===== config.mk =====
export PLATFORM = sky130hd
export DESIGN_NAME = xadc_drp_sequencer
export DESIGN_NICKNAME = d
export VERILOG_FILES = /design/src/rtl/xadc_pkg.sv /design/src/rtl/xadc_ch_accum.sv /design/src/rtl/xadc_drp_sequencer.sv
export SDC_FILE = /design/constraint.sdc
export NUM_CORES = 1
export LEC_CHECK = 0
export CORE_ASPECT_RATIO = 1.2
export CORE_UTILIZATION = 29
export CTS_CLUSTER_SIZE = 24
export DETAILED_ROUTE_END_ITERATION = 8
export HOLD_SLACK_MARGIN = 0.12
export PLACE_DENSITY = 0.54
export SYNTH_ARGS = -nofsm -noshare
export SYNTH_HDL_FRONTEND = slang
export SYNTH_SLANG_ARGS = --single-unit

===== constraint.sdc =====
create_clock -name clk -period 2.8 [get_ports clk]
set_input_delay 0.42 -clock clk [delete_from_list [all_inputs] [get_ports clk]]
set_output_delay 0.42 -clock clk [all_outputs]
set_load 0.02 [all_outputs]

===== src/rtl/xadc_pkg.sv =====
// Shared types and constants for the XADC DRP read sequencer.
package xadc_pkg;

  typedef enum logic [1:0] {
    IDLE = 2'd0,
    REQ  = 2'd1,
    WAIT = 2'd2,
    OUT  = 2'd3
  } xadc_seq_state_t;

  localparam int XADC_DRP_AW = 7;
  localparam int XADC_DRP_DW = 16;
  localparam int XADC_CH_W   = 5;
  localparam int XADC_VAUX0  = 16;

endpackage


===== src/rtl/xadc_ch_accum.sv =====
// Per-channel accumulator/count bank for the averaging build (XADC_AVG_EN).
// The result and last flag are combinational for the addressed channel.
// On add, the channel either banks the sample or, on its final sample, clears.
module xadc_ch_accum #(
  parameter int DATA_W   = 12,
  parameter int NUM_CH   = 4,
  parameter int AVG_LOG2 = 2,
  parameter int CH_W     = (NUM_CH > 1) ? $clog2(NUM_CH) : 1
) (
  input  logic              clk,
  input  logic              rst,
  input  logic [CH_W-1:0]   idx,
  input  logic              add,
  input  logic [DATA_W-1:0] sample,
  output logic [DATA_W-1:0] result,
  output logic              last
);

  localparam int ACC_W = DATA_W + AVG_LOG2;
  localparam int CNT_W = (AVG_LOG2 > 0) ? AVG_LOG2 : 1;

  logic [ACC_W-1:0] acc_q [NUM_CH];
  logic [CNT_W-1:0] cnt_q [NUM_CH];
  logic [ACC_W-1:0] sum;

  // Running sum of the addressed channel plus the incoming sample.
  always_comb begin
    sum    = acc_q[idx] + ACC_W'(sample);
    result = DATA_W'(sum >> AVG_LOG2);
    last   = (AVG_LOG2 == 0) ? 1'b1 : (cnt_q[idx] == {CNT_W{1'b1}});
  end

  // Bank update: accumulate non-final samples, clear after the final one.
  always_ff @(posedge clk or negedge rst) begin
    if (!rst) begin
      for (int i = 0; i < NUM_CH; i++) begin
        acc_q[i] <= '0;
        cnt_q[i] <= '0;
      end
    end else if (add) begin
      if (last) begin
        acc_q[idx] <= '0;
        cnt_q[idx] <= '0;
      end else begin
        acc_q[idx] <= sum;
        cnt_q[idx] <= cnt_q[idx] + 1'b1;
      end
    end
  end

endmodule


===== src/rtl/xadc_drp_sequencer.sv =====
// XADC DRP read sequencer: one DRP read per in-range EOC, result on a
// channel-tagged valid/ready stream. Optional per-channel averaging is
// enabled by defining the macro XADC_AVG_EN.
//
// Output handshake: a result is presented while valid_o is high; data_o and
// chan_o stay stable until the cycle where valid_o && ready_i, after which
// valid_o drops on the next cycle.
module xadc_drp_sequencer
  import xadc_pkg::*;
#(
  parameter int DATA_W   = 12,
  parameter int NUM_CH   = 4,
  parameter int CH_BASE  = 16,
  parameter int TIMEOUT  = 64,
  parameter int AVG_LOG2 = 2,
  localparam int CH_W    = (NUM_CH > 1) ? $clog2(NUM_CH) : 1
) (
  input  logic                   clk,
  input  logic                   rst,
  input  logic                   eoc_i,
  input  logic [XADC_CH_W-1:0]   channel_i,
  output logic                   drp_den_o,
  output logic [XADC_DRP_AW-1:0] drp_daddr_o,
  input  logic                   drp_drdy_i,
  input  logic [XADC_DRP_DW-1:0] drp_do_i,
  output logic [DATA_W-1:0]      data_o,
  output logic [CH_W-1:0]        chan_o,
  output logic                   valid_o,
  input  logic                   ready_i,
  output logic                   overrun_o,
  output logic                   timeout_o,
  output xadc_seq_state_t        state_o
);

  localparam int CNT_W = $clog2(TIMEOUT);

  xadc_seq_state_t        state_q, state_d;
  logic [XADC_CH_W-1:0]   chan_q;
  logic [CH_W-1:0]        idx_q;
  logic [CNT_W-1:0]       cnt_q;
  logic [DATA_W-1:0]      data_q;
  logic [XADC_DRP_AW-1:0] daddr_q;
  logic                   den_q, timeout_q, overrun_q;
  logic                   den_d, timeout_d, overrun_d;
  logic                   in_range, accept, capture;
  logic [DATA_W-1:0]      sample, out_data;
  logic                   avg_last;
  logic                   do_unused;

  assign in_range  = ({1'b0, channel_i} >= 6'(CH_BASE)) &&
                     ({1'b0, channel_i} <  6'(CH_BASE + NUM_CH));
  assign sample    = drp_do_i[15 -: DATA_W];
  assign do_unused = ^drp_do_i;

`ifdef XADC_AVG_EN
  xadc_ch_accum #(
    .DATA_W   (DATA_W),
    .NUM_CH   (NUM_CH),
    .AVG_LOG2 (AVG_LOG2),
    .CH_W     (CH_W)
  ) u_accum (
    .clk    (clk),
    .rst    (rst),
    .idx    (idx_q),
    .add    (capture),
    .sample (sample),
    .result (out_data),
    .last   (avg_last)
  );
`else
  localparam int AVG_LOG2_UNUSED = AVG_LOG2;
  assign avg_last = 1'b1;
  assign out_data = sample;
`endif

  // FSM state register.
  always_ff @(posedge clk or negedge rst) begin
    if (!rst) state_q <= IDLE;
    else      state_q <= state_d;
  end

  // Next-state and per-cycle strobes.
  always_comb begin
    state_d   = state_q;
    den_d     = 1'b0;
    timeout_d = 1'b0;
    overrun_d = 1'b0;
    accept    = 1'b0;
    capture   = 1'b0;
    case (state_q)
      IDLE: if (eoc_i && in_range) begin
        accept  = 1'b1;
        state_d = REQ;
      end
      REQ: begin
        den_d   = 1'b1;
        state_d = WAIT;
      end
      WAIT: begin
        if (drp_drdy_i) begin
          capture = 1'b1;
          state_d = avg_last ? OUT : IDLE;
        end else if (cnt_q == CNT_W'(TIMEOUT - 1)) begin
          timeout_d = 1'b1;
          state_d   = IDLE;
        end
      end
      OUT: if (ready_i) state_d = IDLE;
      default: state_d = IDLE;
    endcase
    if (eoc_i && in_range && (state_q != IDLE)) overrun_d = 1'b1;
  end

  // Datapath: registered strobes, captured channel, DRP address, timer, result.
  always_ff @(posedge clk or negedge rst) begin
    if (!rst) begin
      den_q     <= 1'b0;
      timeout_q <= 1'b0;
      overrun_q <= 1'b0;
      chan_q    <= '0;
      idx_q     <= '0;
      daddr_q   <= '0;
      cnt_q     <= '0;
      data_q    <= '0;
    end else begin
      den_q     <= den_d;
      timeout_q <= timeout_d;
      overrun_q <= overrun_d;
      if (accept) begin
        chan_q <= channel_i;
        idx_q  <= CH_W'(channel_i - XADC_CH_W'(CH_BASE));
      end
      if (state_q == REQ) begin
        daddr_q <= {2'b00, chan_q};
        cnt_q   <= '0;
      end else if (state_q == WAIT) begin
        cnt_q <= cnt_q + 1'b1;
      end
      if (capture && avg_last) data_q <= out_data;
    end
  end

  assign drp_den_o   = den_q;
  assign drp_daddr_o = daddr_q;
  assign timeout_o   = timeout_q;
  assign overrun_o   = overrun_q;
  assign data_o      = data_q;
  assign chan_o      = idx_q;
  assign valid_o     = (state_q == OUT);
  assign state_o     = state_q;

endmodule


==> results of run 1 <==
## worst paths after layout
check,start,end,slack (ns),depth (start not counted)
hold reg to reg,chan_q[4],chan_q[4],0.48,1
hold / removal,chan_q[4],chan_q[4],0.48,1
setup / recovery,state_o[0],valid_o,0.85,2
min in group asynchronous,rst,drp_daddr_o[1],0.53,2
max in group asynchronous,rst,cnt_q[2],1.96,2
setup reg to reg,state_o[0],data_o[3],1.07,4
## stage by stage
step | std cells | setup WS (ns) | hold slack (ns) | power, mW | cell area (sq um)
2_1_floorplan | 109 | 1.182 | 0.1244 | 1.414 | 1438
3_3_place_gp | 207 | 0.9631 | 0.4417 | 1.792 | 1933
3_5_place_dp | 207 | 0.9219 | 0.4744 | 1.824 | 1933
4_1_cts | 215 | 0.8367 | 0.4905 | 2.182 | 2016
5_1_grt | 215 | 0.7875 | 0.5064 | 2.301 | 2016
6_report | 215 | 0.8460 | 0.4775 | 2.148 | 2016
## power by group through the flow
stage | sequential, mW | clock [mW] | combinational (mW)
floorplan | 0.937 | 0 | 0.476
global route | 0.822 | 0.374 | 1.11
detailed placement | 0.803 | 0 | 1.02
global placement | 0.787 | 0 | 1.00
CTS | 0.795 | 0.356 | 1.03
finish | 0.792 | 0.339 | 1.02
## flip-flops by register name, indices dropped and copies added, names as in the netlist
signal       cells
data_o          12
cnt_q            6
chan_q           5
drp_daddr_o      5
state_o          2
drp_den_o        1
overrun_o        1
timeout_o        1
## Yosys cell counts, drive strengths merged, types with 2 or more instances
library cell  number
buf                7
nand3              3
a21oi              4
inv                6
dfrtp             33
nor2               3
o21ai              2
mux2              21
nand2              5
ha                 5
o22ai              2
and2               2
nor3b              2
nand4              2
## cells by family (layout without fill, tap and decap cells)
logic type / Yosys count / in the layout
mux: 22 / 22
buf+inv: 13 / 61
flops: 33 / 33
fa+ha+maj: 5 / 5
xor+xnor: 2 / 2
compound gates: 9 / 9
simple gates: 23 / 23
other cells: 1 / 2
## cell type report
| type | count | area, sq um | share of cell area [%] |
|---|---|---|---|
| timing repair buffer | 47 | 467.9 | 23.22 |
| clock buffer | 6 | 72.57 | 3.600 |
| clock inverter | 2 | 10.01 | 0.4966 |
| inverter | 6 | 22.52 | 1.117 |
| sequential | 33 | 825.8 | 40.97 |
| tap | 58 | 72.57 | 3.600 |
| multi-input combinational | 63 | 544.3 | 27.00 |
## critical path, delay by kind of cell, from the launching register on
| family | cells | cell delay [ns] |
|---|---|---|
| buf+inv | 1 | 0.61 |
| flops | 1 | 0.44 |
| fa+ha+maj | 1 | 0.20 |
## layout by cell type (no fill, tap or decap), types with 2 or more instances in the layout
master and instances:
sky130_fd_sc_hd__mux2_4 2, sky130_fd_sc_hd__nor3b_1 2, sky130_fd_sc_hd__clkbuf_8 5, sky130_fd_sc_hd__inv_1 6
sky130_fd_sc_hd__nand4_1 2, sky130_fd_sc_hd__ha_1 5, sky130_fd_sc_hd__nor2_1 3, sky130_fd_sc_hd__o21ai_0 2
sky130_fd_sc_hd__clkdlybuf4s50_1 46, sky130_fd_sc_hd__and2_2 2, sky130_fd_sc_hd__nand3_1 3, sky130_fd_sc_hd__o22ai_1 2
sky130_fd_sc_hd__dfrtp_1 33, sky130_fd_sc_hd__clkinv_2 2, sky130_fd_sc_hd__conb_1 2, sky130_fd_sc_hd__nand2_1 5
sky130_fd_sc_hd__mux2_2 19, sky130_fd_sc_hd__a21oi_1 4
## layer usage
metal | part of all wire, % | up-vias
li1 | - | 455
met1 | 42 | 466
met2 | 50 | 40
met3 | 7.4 | 6
met4 | 1.3 | 0
met5 | 0 | -
==> results list, run 1 <==
- The run finished with clean final reports.
- Peak Freq: 0.5118 GHz
- Cell chain of the critical path: ha_1 -> clkdlybuf4s50_1
- Detail Placement HPWL: 2014 microns
- Largest stage delay on the critical path: 0.61 ns
* Power density over cell area: 1066 nW/um^2
- The worst setup path is launched from a flop.
* Initial antenna violation count: 0
* Core ar.: 4662 sq um
- The final critical path takes up 69.78% of the cycle.
- The largest total area in the synthesized netlist belongs to sky130_fd_sc_hd__dfrtp_1.
* Fraction of the mapped netlist area in compound gates: 3.578%
- Worst voltage drop across the vdd grid: 0.0005208 V
- Simple-Gate Fraction of Synth Area: 10.56%
- First DRT Iteration DRCs: 34
- The share of total power dissipated in sequential elements is 36.9%.
- The first global-routing pass estimated 4878 microns of wire.
* Synthesis Warnings: 0
* Relative slew slack: 62.15%
- The clock network burns 15.8% of the power.
* Buffers inserted during post-CTS setup optimization: 0
- Max-cap violations in this run came to 0.
* Async SR Flop Fraction: 100.0%
- The repair_antennas step left the layout with diodes totalling 0.
* DRC viols: 0
- TritonCTS built the clock tree.
* Via count of the first global-routing pass: 1110
* Relative contribution of combinational cells to total power: 47.4%
* Total of hold buffers inserted after clock tree synthesis: 0
- Worst-path cell with the longest stage delay: sky130_fd_sc_hd__clkdlybuf4s50_1
- Total negative slack: 0 ns
- FP Rows: 27
* Filler cell count in the final layout: 444
- By area the synthesized netlist is led by sky130_fd_sc_hd__dfrtp_1, sky130_fd_sc_hd__mux2_2, sky130_fd_sc_hd__ha_1, sky130_fd_sc_hd__buf_4, sky130_fd_sc_hd__mux2_4.
- RSZ-0062 raised after global routing: false
- Number of search-and-repair iterations in the first detailed-routing pass: 3
* Die ar.: 5231 sq um
- The worst setup path is of the reg -> out kind.
- Die span in y: 79.03 microns
- The clock net in this run drives a total of 33 sinks.
- Sequential element share of the synthesized area: 57.59%
* Fraction of final layout cells with drive strength greater than 1: 21.02%
- For this run, global-route usage on met1 was measured as 13.78%.
- Root Driver: sky130_fd_sc_hd__clkbuf_8
* Average cell area after synthesis: 13.28 sq um
- Most heavily used metal layer in global routing: met2
* Post-synthesis share of cell area spent on xor and xnor gates: 1.222%
- Data arrival time at the worst-slack endpoint: 1.53 ns
* Sum of overflow across all layers after global routing: 0
* Crit path capture type: output port
- Routing usage on met3: 5.029%
- Counting flops and latches in the post-synthesis netlist gives 33.
- Synthesis produced 108 cells.
- Number of CTS-inserted buffers: 5
- Largest fanout of any net on the critical path: 5
- Average vias per placed instance: 4.498
- Number of flops mapped to enable cells by yosys: 0
- Adder-cell area share of the yosys netlist: 4.363%
* Bufs on Longest Clock Path: 2
* Number of failing setup endpoints in the final timing report: 0
- Overall routed net length: 2790 microns
- In this run the remaining antenna-violating nets after routing total 0.
* Measured slew at the worst slew-check pin: 0.5664 ns
* Internal power component: 1.373 mW
* Pins Over Slew Limit: 0
- Number of buffers added on ports: 46
- In this run the power spent charging and discharging nets is 0.7751 mW.
- Starting density of the core: 30.76%
- Global-route usage over all layers: 12.37%
* Nets@finish: 187
- After layout, the minimum clock period comes to 1.954 ns.
* Number of top-level pins: 53
- Combinational family with the most area after synthesis: multiplexers
- The netlist uses 27 different library cells.
- Worst clock skew: 0.002991 ns
- Leakage: 0.8835 nW
- Count of instances resized after the clock tree is built: 0
* Fraction of synthesized area in multiplexers: 17.71%
* Clock insertion delay at the later pin of the skew report: 0.28 ns
- Data required time of the worst path: 2.38 ns
* Area growth from synthesis to layout: 40.58%
- Synth top area share: 57.59%
- Final routed wire length divided by cell count: 12.98 microns
- After clock tree synthesis, the clock-pin slew on the worst setup and hold paths is 0.07 ns.
- At the end of routability-driven placement, the weighted congestion stood at 0.6222.
- H-tree depth reported by CTS: 2
- Type of the worst min-delay path: reg -> reg
- Net switching is 36.08% of the power.
* Met2 track demand over resource in global routing: 20.92%
* Via count: 967
- In this run the horizontal extent of the chip is 66.19 microns.
* Largest net degree at the start of global routing: 34
- The final count of hold timing violations was 0.
- Among all flip-flop cells after synthesis, the most frequent one is sky130_fd_sc_hd__dfrtp_1.
- For this run, the share of the core covered by cells in the final layout is 43.24%.
- Total standard cell area after synthesis: 1434 sq um
No activity file was read; power rests on OpenSTA's default activity.
==> inputs of run 2 (changes only) <==
--- a/config.mk
+++ b/config.mk
@@ -10,7 +10,7 @@
 export CTS_CLUSTER_SIZE = 24
 export DETAILED_ROUTE_END_ITERATION = 8
 export HOLD_SLACK_MARGIN = 0.12
-export PLACE_DENSITY = 0.54
+export PLACE_DENSITY = 0.56
 export SYNTH_ARGS = -nofsm -noshare
 export SYNTH_HDL_FRONTEND = slang
 export SYNTH_SLANG_ARGS = --single-unit
==> constraint.sdc (replaced) <==
create_clock -name clk -period 1.6 [get_ports clk]
set_input_delay 0.24 -clock clk [delete_from_list [all_inputs] [get_ports clk]]
set_output_delay 0.24 -clock clk [all_outputs]
set_load 0.02 [all_outputs]
==> run 2 against run 1 <==
- clock skew up 0.0018 ns
- die area unchanged
- hold slack worse by 0.12 ns
- combinational power rose by 89%
- clock power is 82% higher
- via count up 2.6%
- highest routed layer unchanged
- register-to-register slack worse by 0.96 ns
- critical path depth unchanged
- clock-buffer cell count is 1 lower
- sequential share of layout area fell by 1.5 points
==> results list, run 2 (synthesized netlist as in run 1, its figures left out) <==
- Setup crit start kind: flop
- Total of hold buffers inserted after clock tree synthesis: 0 (unchanged)
- Die ar.: 5231 sq um (unchanged)
- Worst voltage drop across the vdd grid: 0.0007714 V (+48%)
- The TritonCTS buffer count is 5 (unchanged).
* Root Driver: sky130_fd_sc_hd__clkbuf_8
* Clock insertion delay at the later pin of the skew report: 0.29 ns (about the same)
- The vertical extent of the die came to 79.03 microns (unchanged).
- The starting DRC count in detailed routing came to 11 (-68%).
- The proportion of total power due to net switching came to 36.10% (about the same).
* Relative contribution of combinational cells to total power: 49.0% (+1.6 points)
- Commonest non-fill, non-tap cell in the layout: sky130_fd_sc_hd__clkdlybuf4s50_1
- The aggregate global-route resource usage was 12.97% (+0.60 points).
- The number of buffer cells added on primary ports is 46 (unchanged).
- Cell chain of the critical path: ha_1 -> dlygate4sd2_1
- Clock sink total: 33 (unchanged)
* Average vias per placed instance: 4.468 (-0.65%)
- The first-pass GRT wire length came to 4988 microns (+2.3%).
- Crit path capture type: output port
- The worst slack at placement is -0.01188 ns (-0.9337 ns).
- Worst hold slack: 0.3552 ns (-0.1224 ns)
- Starting density of the core: 30.76% (unchanged)
* Max-capacitance violation count: 0 (unchanged)
* Clock edge transition at the registers on the reported setup and hold paths: 0.07 ns (about the same)
* Initial antenna violation count: 0 (unchanged)
* Worst-path cell with the longest stage delay: sky130_fd_sc_hd__dfrtp_2
- The combined buffer and inverter count along the critical path came to 1 (unchanged).
* Overall routed net length: 2923 microns (+4.8%)
- The total cell area at the placement stage came to 1979 sq um (+2.4%).
- The core outline area is 4662 sq um (unchanged).
- Area growth from synthesis to layout: 46.07%
- Commonest cells after routing, fill and taps aside: sky130_fd_sc_hd__clkdlybuf4s50_1, sky130_fd_sc_hd__dfrtp_1, sky130_fd_sc_hd__mux2_2, sky130_fd_sc_hd__buf_4
- The clock share of power is 15.7% (about the same).
- The static power due to leakage is 0.9419 nW (+6.6%).
- The fraction of layout instances using a drive strength above 1 is 27.44% (+6.4 points).
- The highest net fanout along the worst path is 5 (unchanged).
* Largest net degree at the start of global routing: 34 (unchanged)
- Antenna Cells: 0 (unchanged)
- TritonCTS built the clock tree.
* Type of the worst min-delay path: in -> async
* Top cell family by delay on the critical path: flip-flops
* Power dissipated by switching net loads: 1.420 mW (+83%)
* Bufs on Longest Clock Path: 2 (unchanged)
* Post-route cell area: 2095 sq um (+3.9%)
- The HPWL after detailed placement is 2131 microns (+5.8%).
* Number of top-level pins: 53 (unchanged)
- The number of levels in the clock H-tree came to 2 (unchanged).
- Status: complete, no violations
* Peak Freq: 0.6593 GHz
* Via count: 992 (+2.6%)
* Data required time of the worst path: 1.36 ns (-1.02 ns)
- The final setup violation count was 0 (unchanged).
- The number of flip-flops under the largest register name was 12 (unchanged).
* Final Hold Fails: 0 (unchanged)
* Clock period minus worst slack: 1.517 ns
- Worst-case setup margin in the final layout: 0.08330 ns (-0.7627 ns)
- The number of pins with negative max-slew slack in the final report was 0 (unchanged).
* Largest stage delay on the critical path: 0.45 ns (-0.16 ns)
- Final RePlAce weighted congestion: 0.6192 (-0.48%)
- The worst clock skew was 0.004774 ns (+0.001783 ns).
* Power density over cell area: 1878 nW/um^2 (+76%)
- The total overflow reported by the global router came to 0 (unchanged).
* Die X-Extent: 66.19 microns (unchanged)
- By startpoint and endpoint, the worst setup path is classified as reg -> out.
* FP Rows: 27 (unchanged)
- The average wire per standard cell came to 13.17 microns (+1.5%).
* Antenna-violating nets left: 0 (unchanged)
- Nets@finish: 194 (+3.7%)
* Via count of the first global-routing pass: 1164 (+4.9%)
- Of the available clock period, the critical path in the final layout requires 94.79%.
- The internal power component is 2.513 mW (+83%).
- The number of DRC violations after detailed routing was 0 (unchanged).
- The worst endpoint data arrival time was 1.28 ns (-0.25 ns).
- Proportion of power drawn by flip-flops and latches: 35.3% (-1.6 points)
* Fraction of the core area covered by cells at the end of the flow: 44.93% (+1.7 points)
- The total iterations of the first detailed-routing run was 4 (+1).
run 2: power by group through the flow:
stage	logic [mW]	registers (mW)	clock network (mW)
floorplan	0.833	1.64	0
global placement	1.84	1.38	0
detailed placement	1.88	1.41	0
CTS	1.91	1.39	0.650
global route	2.09	1.44	0.678
finish	1.93	1.39	0.618
run 2: what timing repair did:
item                                    4_1_cts  5_1_grt
resized for setup                             2        5
endpoints found under the setup margin        3        5
gates cloned                                  0        0
pin swaps                                     0        1
setup buffers                                 1        0
run 2: worst paths after layout:
kind / cells past startpoint / slack (ns) / start / to
hold reg to reg: 1 / 0.47 / chan_q[4] / chan_q[4]
hold / removal: 2 / 0.36 / rst / drp_daddr_o[2]
max in group asynchronous: 2 / 0.92 / rst / state_o[0]
setup / recovery: 2 / 0.08 / state_o[0] / valid_o
setup reg to reg: 5 / 0.11 / state_o[1] / data_o[10]
min in group clk: 1 / 0.47 / chan_q[4] / chan_q[4]
run 2: metal layers:
layer  vias to the layer above  global-route usage [%]  wire, microns
met5                         -                       0              0
met4                         0                   6.383             67
met3                         8                   4.023            188
met2                        41                   23.06           1521
met1                       473                   13.50           1146
li1                        470                       -              -
run 2: cell type report:
cell class / instances / area, sq um
Timing Repair Buffer: 54 / 524.3
Sequential cell: 33 / 827.0
Clock buffer: 5 / 68.82
Inverter: 6 / 22.52
Multi-Input combinational cell: 63 / 561.8
Tap cell: 58 / 72.57
Clock inverter: 3 / 17.52
Fill cell: 448 / 2567
run 2: stage by stage:
| stage | TNS (ns) | instances | power [mW] |
|---|---|---|---|
| 2_1_floorplan | 0 | 109 | 2.477 |
| 5_1_grt | -0.0006214 | 222 | 4.209 |
| 6_report | 0 | 222 | 3.933 |
| 3_5_place_dp | -0.01188 | 213 | 3.290 |
| 3_3_place_gp | 0 | 213 | 3.223 |
| 4_1_cts | 0 | 222 | 3.958 |
